## config.mk

```make
export PLATFORM = sky130hd
export DESIGN_NAME = ysyx_25040129_operand_fetch
export DESIGN_NICKNAME = d
export VERILOG_FILES = /design/src/rtl/ysyx_25040129_pkg.sv /design/src/rtl/ysyx_25040129_scoreboard.sv /design/src/rtl/ysyx_25040129_operand_fetch.sv
export SDC_FILE = /design/constraint.sdc
export NUM_CORES = 1
export LEC_CHECK = 0
export ABC_CLOCK_PERIOD_IN_PS = 8550
export CAP_MARGIN = 10
export CORE_ASPECT_RATIO = 2
export CORE_MARGIN = 8
export CORE_UTILIZATION = 37
export CTS_CLUSTER_DIAMETER = 50
export DETAILED_ROUTE_END_ITERATION = 6
export PLACE_DENSITY = 0.74
export SYNTH_ARGS = -nofsm -noshare
export SYNTH_HDL_FRONTEND = slang
export SYNTH_SLANG_ARGS = --single-unit
```

## constraint.sdc

```tcl
create_clock -name clk -period 8.55 [get_ports clk]
set_input_delay 2.565 -clock clk [delete_from_list [all_inputs] [get_ports clk]]
set_output_delay 2.565 -clock clk [all_outputs]
set_load 0.01 [all_outputs]
```

## src/rtl/ysyx_25040129_pkg.sv

```systemverilog
// ysyx_25040129_pkg: shared widths and constants for the issue-stage slice
package ysyx_25040129_pkg;
    localparam int REGS_DIG = 4;
    localparam int XLEN     = 32;
    localparam int CTRL_W   = 16;
    localparam int NREGS    = 1 << REGS_DIG;
    localparam logic [REGS_DIG-1:0] ZERO_ID = '0;
endpackage

```

## src/rtl/ysyx_25040129_scoreboard.sv

```systemverilog
// ysyx_25040129_scoreboard: busy bit per register with set/clear/flush-clear and a 3-id lookup
module ysyx_25040129_scoreboard
    import ysyx_25040129_pkg::*;
(
    input  logic                         clk,
    input  logic                         rst,
    input  logic                         set_en,
    input  logic [REGS_DIG-1:0]          set_id,
    input  logic                         clr_en,
    input  logic [REGS_DIG-1:0]          clr_id,
    input  logic                         fclr_en,
    input  logic [REGS_DIG-1:0]          fclr_id,
    input  logic [2:0][REGS_DIG-1:0]     q_id,
    output logic [2:0]                   q_busy,
    output logic [NREGS-1:0]             busy
);
    logic [NREGS-1:0] busy_next;
    // clears first so a same-cycle set of the same register wins; x0 is never busy
    always_comb begin
        busy_next = busy;
        if (clr_en) busy_next[clr_id] = 1'b0;
        if (fclr_en) busy_next[fclr_id] = 1'b0;
        if (set_en) busy_next[set_id] = 1'b1;
        busy_next[ZERO_ID] = 1'b0;
    end
    // busy lookup for rs1, rs2, rd
    always_comb begin
        q_busy = '0;
        for (int i = 0; i < 3; i++) q_busy[i] = busy[q_id[i]];
    end
    // busy register; a writeback to an idle register is flagged in simulation
    always_ff @(posedge clk) begin
        if (rst) busy <= '0;
        else begin
            assert (!clr_en || clr_id == ZERO_ID || busy[clr_id])
                else $warning("scoreboard: writeback to idle register x%0d", clr_id);
            busy <= busy_next;
        end
    end
endmodule

```

## src/rtl/ysyx_25040129_operand_fetch.sv

```systemverilog
// ysyx_25040129_operand_fetch: hazard-checked operand fetch and issue register toward the EXU
module ysyx_25040129_operand_fetch
    import ysyx_25040129_pkg::*;
(
    input  logic                clk,
    input  logic                rst,
    input  logic                in_valid,
    output logic                in_ready,
    input  logic [XLEN-1:0]     in_pc,
    input  logic [CTRL_W-1:0]   in_ctrl,
    input  logic [REGS_DIG-1:0] in_rs1,
    input  logic [REGS_DIG-1:0] in_rs2,
    input  logic                in_use_rs1,
    input  logic                in_use_rs2,
    input  logic [REGS_DIG-1:0] in_rd,
    input  logic                in_rd_we,
    output logic [REGS_DIG-1:0] rf_src1_id,
    output logic [REGS_DIG-1:0] rf_src2_id,
    input  logic [XLEN-1:0]     rf_src1,
    input  logic [XLEN-1:0]     rf_src2,
    output logic [REGS_DIG-1:0] rf_rd,
    output logic                rf_reg_write,
    output logic [XLEN-1:0]     rf_result,
    input  logic                wb_valid,
    input  logic [REGS_DIG-1:0] wb_rd,
    input  logic [XLEN-1:0]     wb_data,
    input  logic                flush,
    output logic                out_valid,
    input  logic                out_ready,
    output logic [XLEN-1:0]     out_pc,
    output logic [CTRL_W-1:0]   out_ctrl,
    output logic [REGS_DIG-1:0] out_rd,
    output logic                out_rd_we,
    output logic [XLEN-1:0]     out_src1,
    output logic [XLEN-1:0]     out_src2
);
    logic [2:0]       q_busy;
    logic [NREGS-1:0] busy;
    logic             raw1, raw2, waw, issue;
    logic             wb_hit1, wb_hit2, wb_hitd;
    logic [XLEN-1:0]  op1, op2;

    assign rf_src1_id   = in_rs1;
    assign rf_src2_id   = in_rs2;
    assign rf_rd        = wb_rd;
    assign rf_reg_write = wb_valid;
    assign rf_result    = wb_data;

    ysyx_25040129_scoreboard u_sb (
        .clk     (clk),
        .rst     (rst),
        .set_en  (issue && in_rd_we && in_rd != ZERO_ID),
        .set_id  (in_rd),
        .clr_en  (wb_valid && wb_rd != ZERO_ID),
        .clr_id  (wb_rd),
        .fclr_en (flush && out_valid && out_rd_we && out_rd != ZERO_ID),
        .fclr_id (out_rd),
        .q_id    ({in_rd, in_rs2, in_rs1}),
        .q_busy  (q_busy),
        .busy    (busy)
    );

    // hazards are waived when the same-cycle writeback resolves them; operands bypass that writeback
    always_comb begin
        wb_hit1  = wb_valid && wb_rd == in_rs1;
        wb_hit2  = wb_valid && wb_rd == in_rs2;
        wb_hitd  = wb_valid && wb_rd == in_rd;
        raw1     = in_use_rs1 && in_rs1 != ZERO_ID && q_busy[0] && !wb_hit1;
        raw2     = in_use_rs2 && in_rs2 != ZERO_ID && q_busy[1] && !wb_hit2;
        waw      = in_rd_we && in_rd != ZERO_ID && q_busy[2] && !wb_hitd;
        in_ready = (!out_valid || out_ready) && !raw1 && !raw2 && !waw && !flush;
        issue    = in_valid && in_ready;
        op1      = in_rs1 == ZERO_ID ? '0 : wb_hit1 ? wb_data : rf_src1;
        op2      = in_rs2 == ZERO_ID ? '0 : wb_hit2 ? wb_data : rf_src2;
    end

    // issue register: flush empties it, issue loads it, an EXU accept drains it
    always_ff @(posedge clk) begin
        if (rst) begin
            out_valid <= 1'b0;
            out_pc    <= '0;
            out_ctrl  <= '0;
            out_rd    <= '0;
            out_rd_we <= 1'b0;
            out_src1  <= '0;
            out_src2  <= '0;
        end else if (flush) begin
            out_valid <= 1'b0;
        end else if (issue) begin
            out_valid <= 1'b1;
            out_pc    <= in_pc;
            out_ctrl  <= in_ctrl;
            out_rd    <= in_rd;
            out_rd_we <= in_rd_we;
            out_src1  <= op1;
            out_src2  <= op2;
        end else if (out_ready) begin
            out_valid <= 1'b0;
        end
    end
endmodule
```

* Yosys cells after proc, flatten, opt, wreduce, memory -nomap -nowiden
Cells that the tools add are included.
Cells by class: magnitude comparators 8, eq/ne operators 3, muxes and demuxes 21, bitwise operators 6, reductions and logical operators 45
Operator list (number):
- $mux 32 | 4
- $mux 16 | 3
- $and 16x16->16 | 2
- $not 16->16 | 2
- $logic_and 1x1->1 | 26
- $lt 4x5->1 const B | 5
- $reduce_bool 4->1 | 5
- $or 16x16->16 | 1
- $bmux 1 s4 | 3
- $demux 1 s4 | 3
- $eq 4x4->1 | 3
- $ge 4x1->1 const B | 3
- $logic_not 1->1 | 8
- $logic_not 4->1 | 2
- $mux 1 | 8
- $reduce_and 2->1 | 1
- $reduce_bool 2->1 | 1
- $reduce_or 2->1 | 1
- $logic_or 1x1->1 | 1
- $not 1->1 | 1
Word-level totals: bits in registers 134, output and inout port bits 164

* Longest topological paths before layout
Gate-level depths: netlist of the first run.
word-level depth 13, mapped depth 10, mapped depth without buffers 6

* By module
From an unflattened synthesis of the first run, not the netlist that was laid out.
Unflattened totals: cell total of the unflattened synthesis 890, area total of the unflattened synthesis 8023.9 sq um
By module, submodules not included:
- ysyx_25040129_operand_fetch | instances 1, cells an instance 756, area an instance 6832.8 sq um, sequential area each 2362.3 sq um
- ysyx_25040129_scoreboard | instances 1, cells an instance 134, area an instance 1191.1 sq um, sequential area each 300.3 sq um

* Worst setup path after synthesis of the first run
Ideal clock, no wire load.
path type input port to output port, from input port in_rs1[1], to output port in_ready, data arrival time 4.396 ns, setup slack 1.589 ns, stages 7, buffers on the path 2, cells stage by stage clkbuf_1 > mux4_2 > mux2i_1 > mux2_2 > o32ai_4 > buf_2 > nor4_1
Between the ends: longest elaborated chain between the ends 9, elaborated cells between the ends (all ways) 14
Ends and longest elaborated chain:
- from (decl) | line ysyx_25040129_operand_fetch.sv:11 | input logic [REGS_DIG-1:0] in_rs1,
- $bmux 1 s4, or another cell as far along | line ysyx_25040129_scoreboard.sv:29 | for (int i = 0; i < 3; i++) q_busy[i] = busy[q_id[i]];
- $mux 1 (implied by the code), or another cell as far along | line ysyx_25040129_scoreboard.sv:29
- $logic_and 1x1->1 or $logic_not 1->1 (tied branches) | line ysyx_25040129_operand_fetch.sv:68 | raw1 = in_use_rs1 && in_rs1 != ZERO_ID && q_busy[0] && !wb_hit1;
- $logic_and 1x1->1 (*) | line ysyx_25040129_operand_fetch.sv:68
- $logic_not 1->1 (*) | line ysyx_25040129_operand_fetch.sv:71 | in_ready = (!out_valid || out_ready) && !raw1 && !raw2 && !waw && !flush;
- $logic_and 1x1->1 (*) (4 in series) | line ysyx_25040129_operand_fetch.sv:71
- to (decl) | line ysyx_25040129_operand_fetch.sv:8 | output logic in_ready,
Every way passes the cells marked *; elsewhere a longest branch is shown, timed or not. The select of a mux whose other input is x is not followed.

* Final worst setup path of the first run
from input port in_rd[0], to output port in_ready
Between the ends: longest elaborated chain between the ends 7, elaborated cells between the ends (all ways) 12
Ends and longest elaborated chain:
- from (decl) | line ysyx_25040129_operand_fetch.sv:15 | input logic [REGS_DIG-1:0] in_rd,
- $bmux 1 s4, or another cell as far along | line ysyx_25040129_scoreboard.sv:29
- $mux 1 (implied by the code), or another cell as far along | line ysyx_25040129_scoreboard.sv:29
- $logic_and 1x1->1 or $logic_not 1->1 (tied branches) | line ysyx_25040129_operand_fetch.sv:70 | waw = in_rd_we && in_rd != ZERO_ID && q_busy[2] && !wb_hitd;
- $logic_and 1x1->1 (*) | line ysyx_25040129_operand_fetch.sv:70
- $logic_not 1->1 (*) | line ysyx_25040129_operand_fetch.sv:71
- $logic_and 1x1->1 (*) (2 in series) | line ysyx_25040129_operand_fetch.sv:71
Marked as above.

==> results of run 1 <==
-- worst paths after layout --
check / endpoint / slack (ns) / cells past startpoint
worst min register to register: out_ctrl[10] / 0.47 / 2
worst min-delay path: out_ctrl[10] / 0.47 / 2
worst max register to register: out_src1[8] / 5.15 / 8
worst max-delay path: in_ready / 0.57 / 7
-- metal layers --
layer	wire (um)	global-route usage, %
met1	10490	24.81
met2	16140	44.49
met3	1558	5.016
met4	1265	13.88
met5	0	0
-- synth_stat cells (2+ instances only) --
| cell | n |
|---|---|
| o21ai_1 | 12 |
| a21oi_1 | 54 |
| nand3_1 | 61 |
| mux4_2 | 9 |
| or2_2 | 10 |
| nand2b_1 | 8 |
| clkbuf_2 | 4 |
| a31o_2 | 49 |
| buf_6 | 4 |
| nand2_1 | 15 |
| or3_1 | 3 |
| nor3b_1 | 2 |
| nor2_1 | 7 |
| nand4_1 | 6 |
| xnor2_1 | 6 |
| mux2i_1 | 73 |
| a31o_1 | 16 |
| buf_4 | 53 |
| xor2_1 | 6 |
| o41ai_1 | 6 |
| o41ai_2 | 2 |
| o21ai_0 | 42 |
| o2111ai_1 | 9 |
| mux2_2 | 4 |
| inv_1 | 6 |
| nand3b_1 | 2 |
| buf_1 | 5 |
| nor3_1 | 3 |
| dfxtp_1 | 133 |
| clkbuf_1 | 42 |
| o31ai_1 | 8 |
| buf_2 | 20 |
| nor4_1 | 65 |
-- worst register-to-register path, delay by kind of cell (launching register included) --
family / cells / cell delay, ns
AND/OR/NAND/NOR: 1 / 0.32
multiplexers: 3 / 0.88
flip-flops: 1 / 0.49
AO/OA/AOI/OAI: 2 / 0.53
buffers and inverters: 2 / 1.08
-- kinds of logic after synthesis --
family | share of synthesized area [%]
muxes | 13.98
buffers and inverters | 10.89
and+or+nand+nor | 15.19
xor gates and xnor gates | 1.502
AOI/OAI and AO/OA | 20.40
DFF | 38.04
-- cells in the final DEF (no fill, tap or decap), types with 2 or more instances in the layout --
cell | Yosys | layout
or3_1 | 3 | 3
mux4_2 | 9 | 9
xor2_1 | 6 | 6
clkinv_4 | 0 | 3
o41ai_1 | 6 | 4
nand4_1 | 6 | 6
nor2_1 | 7 | 7
clkbuf_1 | 42 | 2
clkinvlp_4 | 0 | 2
mux2_2 | 4 | 4
nand2_1 | 15 | 15
clkdlybuf4s50_1 | 0 | 331
dfxtp_1 | 133 | 133
buf_4 | 53 | 14
nand3b_1 | 2 | 2
nand3_1 | 61 | 61
clkinv_2 | 0 | 4
clkbuf_16 | 0 | 17
nand2b_1 | 8 | 8
nor3_1 | 3 | 3
xnor2_1 | 6 | 6
inv_1 | 6 | 5
nor4_1 | 65 | 65
o41ai_2 | 2 | 4
a31o_1 | 16 | 16
mux2i_1 | 73 | 73
a21oi_1 | 54 | 54
o21ai_0 | 42 | 42
o31ai_1 | 8 | 8
o21ai_1 | 12 | 12
nor3b_1 | 2 | 2
bufinv_16 | 0 | 2
a31o_2 | 49 | 49
o2111ai_1 | 9 | 9
or2_2 | 10 | 10
-- sequential cells by signal, summed over array words and instances (netlist names) --
name	flops
out_src1	32
out_pc	32
out_rd	4
out_valid	1
u_sb.busy	15
out_ctrl	16
out_rd_we	1
out_src2	32
-- layout make-up --
type	instances	area, um2	share of cell area, %
Antenna cell	1	2.502	0.02369
Clock buffer	20	446.7	4.229
Clock inverter	12	130.1	1.232
Inverter	6	22.52	0.2132
Multi-Input combinational cell	491	3600	34.08
Sequential cell	133	2663	25.21
Tap cell	219	274.0	2.594
Timing Repair Buffer	346	3423	32.41
-- power by group through the flow --
stage               Combinational, mW  Sequential [mW]  Clock (mW)
detailed placement              0.330            0.677           0
finish                          0.329            0.664       0.712
global route                    0.350            0.667       0.753
global placement                0.328            0.676           0
CTS                             0.331            0.664       0.730
floorplan                       0.136            0.688           0
-- stage by stage --
stage	utilization [%]	cells	worst slack, ns
finish	56.61	1228	0.5708
global placement	53.51	1195	0.6078
detailed placement	53.51	1195	0.6190
global route	56.61	1228	0.4335
floorplan	-	758	1.589
CTS	56.60	1227	0.5773
==> impl_metrics.toml, run 1 <==
[floorplanning]
io_pins = 333
die_height_um = 210.5
initial_utilization_pct = 37.52
num_rows = 71
fp.dieW_um = 113.3
dieArea_um2 = 23840
coreArea_um2 = 18660

[clock_tree]
cts-resized-gates = 0
cts_num_sinks = 133
clk_pin_slew_ns = 0.06
cts-root-buf = "clkbuf_16"
ctsHoldBuffers = 0
clock_latency_ns = 0.41
cts_tree = "yes"
clk_path_buf_depth = 2
cts_buffers = 17
cts_max_level = 4
cts_setup_buffers = 0

[detailed_routing]
num_vias = 7122
wl_mm = 29.46
initialDrtViolationCount = 398
firstDrtPassIters = 6
ant_nets = 0
drc = 0
viasPerCell = 5.800
wl_per_cell_um = 23.99

[final_layout]
final_nets = 1164
drive_gt1_share_pct = 12.90
fill_cells = 1689
area_delta_synth_final_pct = 50.89
final_area_um2 = 10560

[synthesis]
synth_nets = 927
netlist_instances = 758
avgSynthCellArea_um2 = 9.234
syn_area_um2 = 6999
ys_seq_area_share_pct = 38.04
synth_cell_type_count = 46
ys_warn_count = 0
yosysTopAreaCell = "dfxtp_1"
yosys-top-cells-area = "dfxtp_1 (38%), mux2i_1 (10%), a31o_2 (6.1%), nor4_1 (5.8%), buf_4 (5.7%)"
synth_seq_cells = 133
synth_edf_count = 0
async_reset_ff_share_pct = 0
synth_top_cell_area_share_pct = 38.04
ys.flop_type = "dfxtp_1"

[sta]
finalHoldViolations = 0
setup_viol_count_final = 0
finalCriticalPeriod_ns = 7.979
tightest_slew_ns = 1.062
period_share_pct = 93.32
rsz0062_at_grt = "false"
final_max_slew_viol_count = 0
finalSetupTns_ns = 0
relSlewSlack_pct = 29.22
whs_ns = 0.4733
finClkSkew_ns = 0.006552
fmax_ghz = 0.1253

[pwr]
total_power_mw = 1.704
seqPwrFrac_pct = 39.0
cellPowerDensity_nw_per_um2 = 161.4
p_comb_share_pct = 19.3
p_leak_nw = 3.796
power.switching_mw = 0.4411
internal-power_mw = 1.263
ir_drop_uv = 113.2
pwr-share-clk_pct = 41.8
swShare_pct = 25.88

[placement]
numPortBuffers = 332
place_congestion = 0.9864
dpl.hpwl_mm = 21.40
postPlaceCellArea_um2 = 9982

[worst_setup_path]
cp_max_fo = 11
startpoint_type = "input pin"
cp.required_ns = 5.99
cp-startpoint = "in_rd[0]"
cp.buffers_inverters = 2
crit_chain = "clkdlybuf4s50_1, mux4_2, mux2i_1, mux2_2, o32ai_4, nor4_1, clkdlybuf4s50_1"
crit_arrival_ns = 5.41
crit_top_cell = "clkdlybuf4s50_1"
crit_family = "buffers and inverters"
max_stage_delay_ns = 0.77
crit_slowest_cell = "clkdlybuf4s50_1"
critPathKind = "input pin to primary output"
timing.rr.start = "u_sb.busy[3]"
crit_path_end_kind = "primary output"

[global_route]
grt_max_degree = 104
grt_pass1_vias = 7482
grt_use_total_pct = 24.28
grt_pass1_wl_mm = 44.36
globalRouteOverflowTotal = 0
grt_antenna_before_repair = 1

[run_status]
status = "completed"

[min_path]
hp-class = "flop to flop"
min_from = "out_ctrl[10]"

[run]
maxCapViolCount = 0
No activity file was read; power rests on OpenSTA's default activity.
==> run 2, diff against run 1 <==
Settings changed: GPL_ROUTABILITY_DRIVEN set to 1.
==> results of run 2 <==
No change in the layout: final DEF, timing and power equal those of run 1.
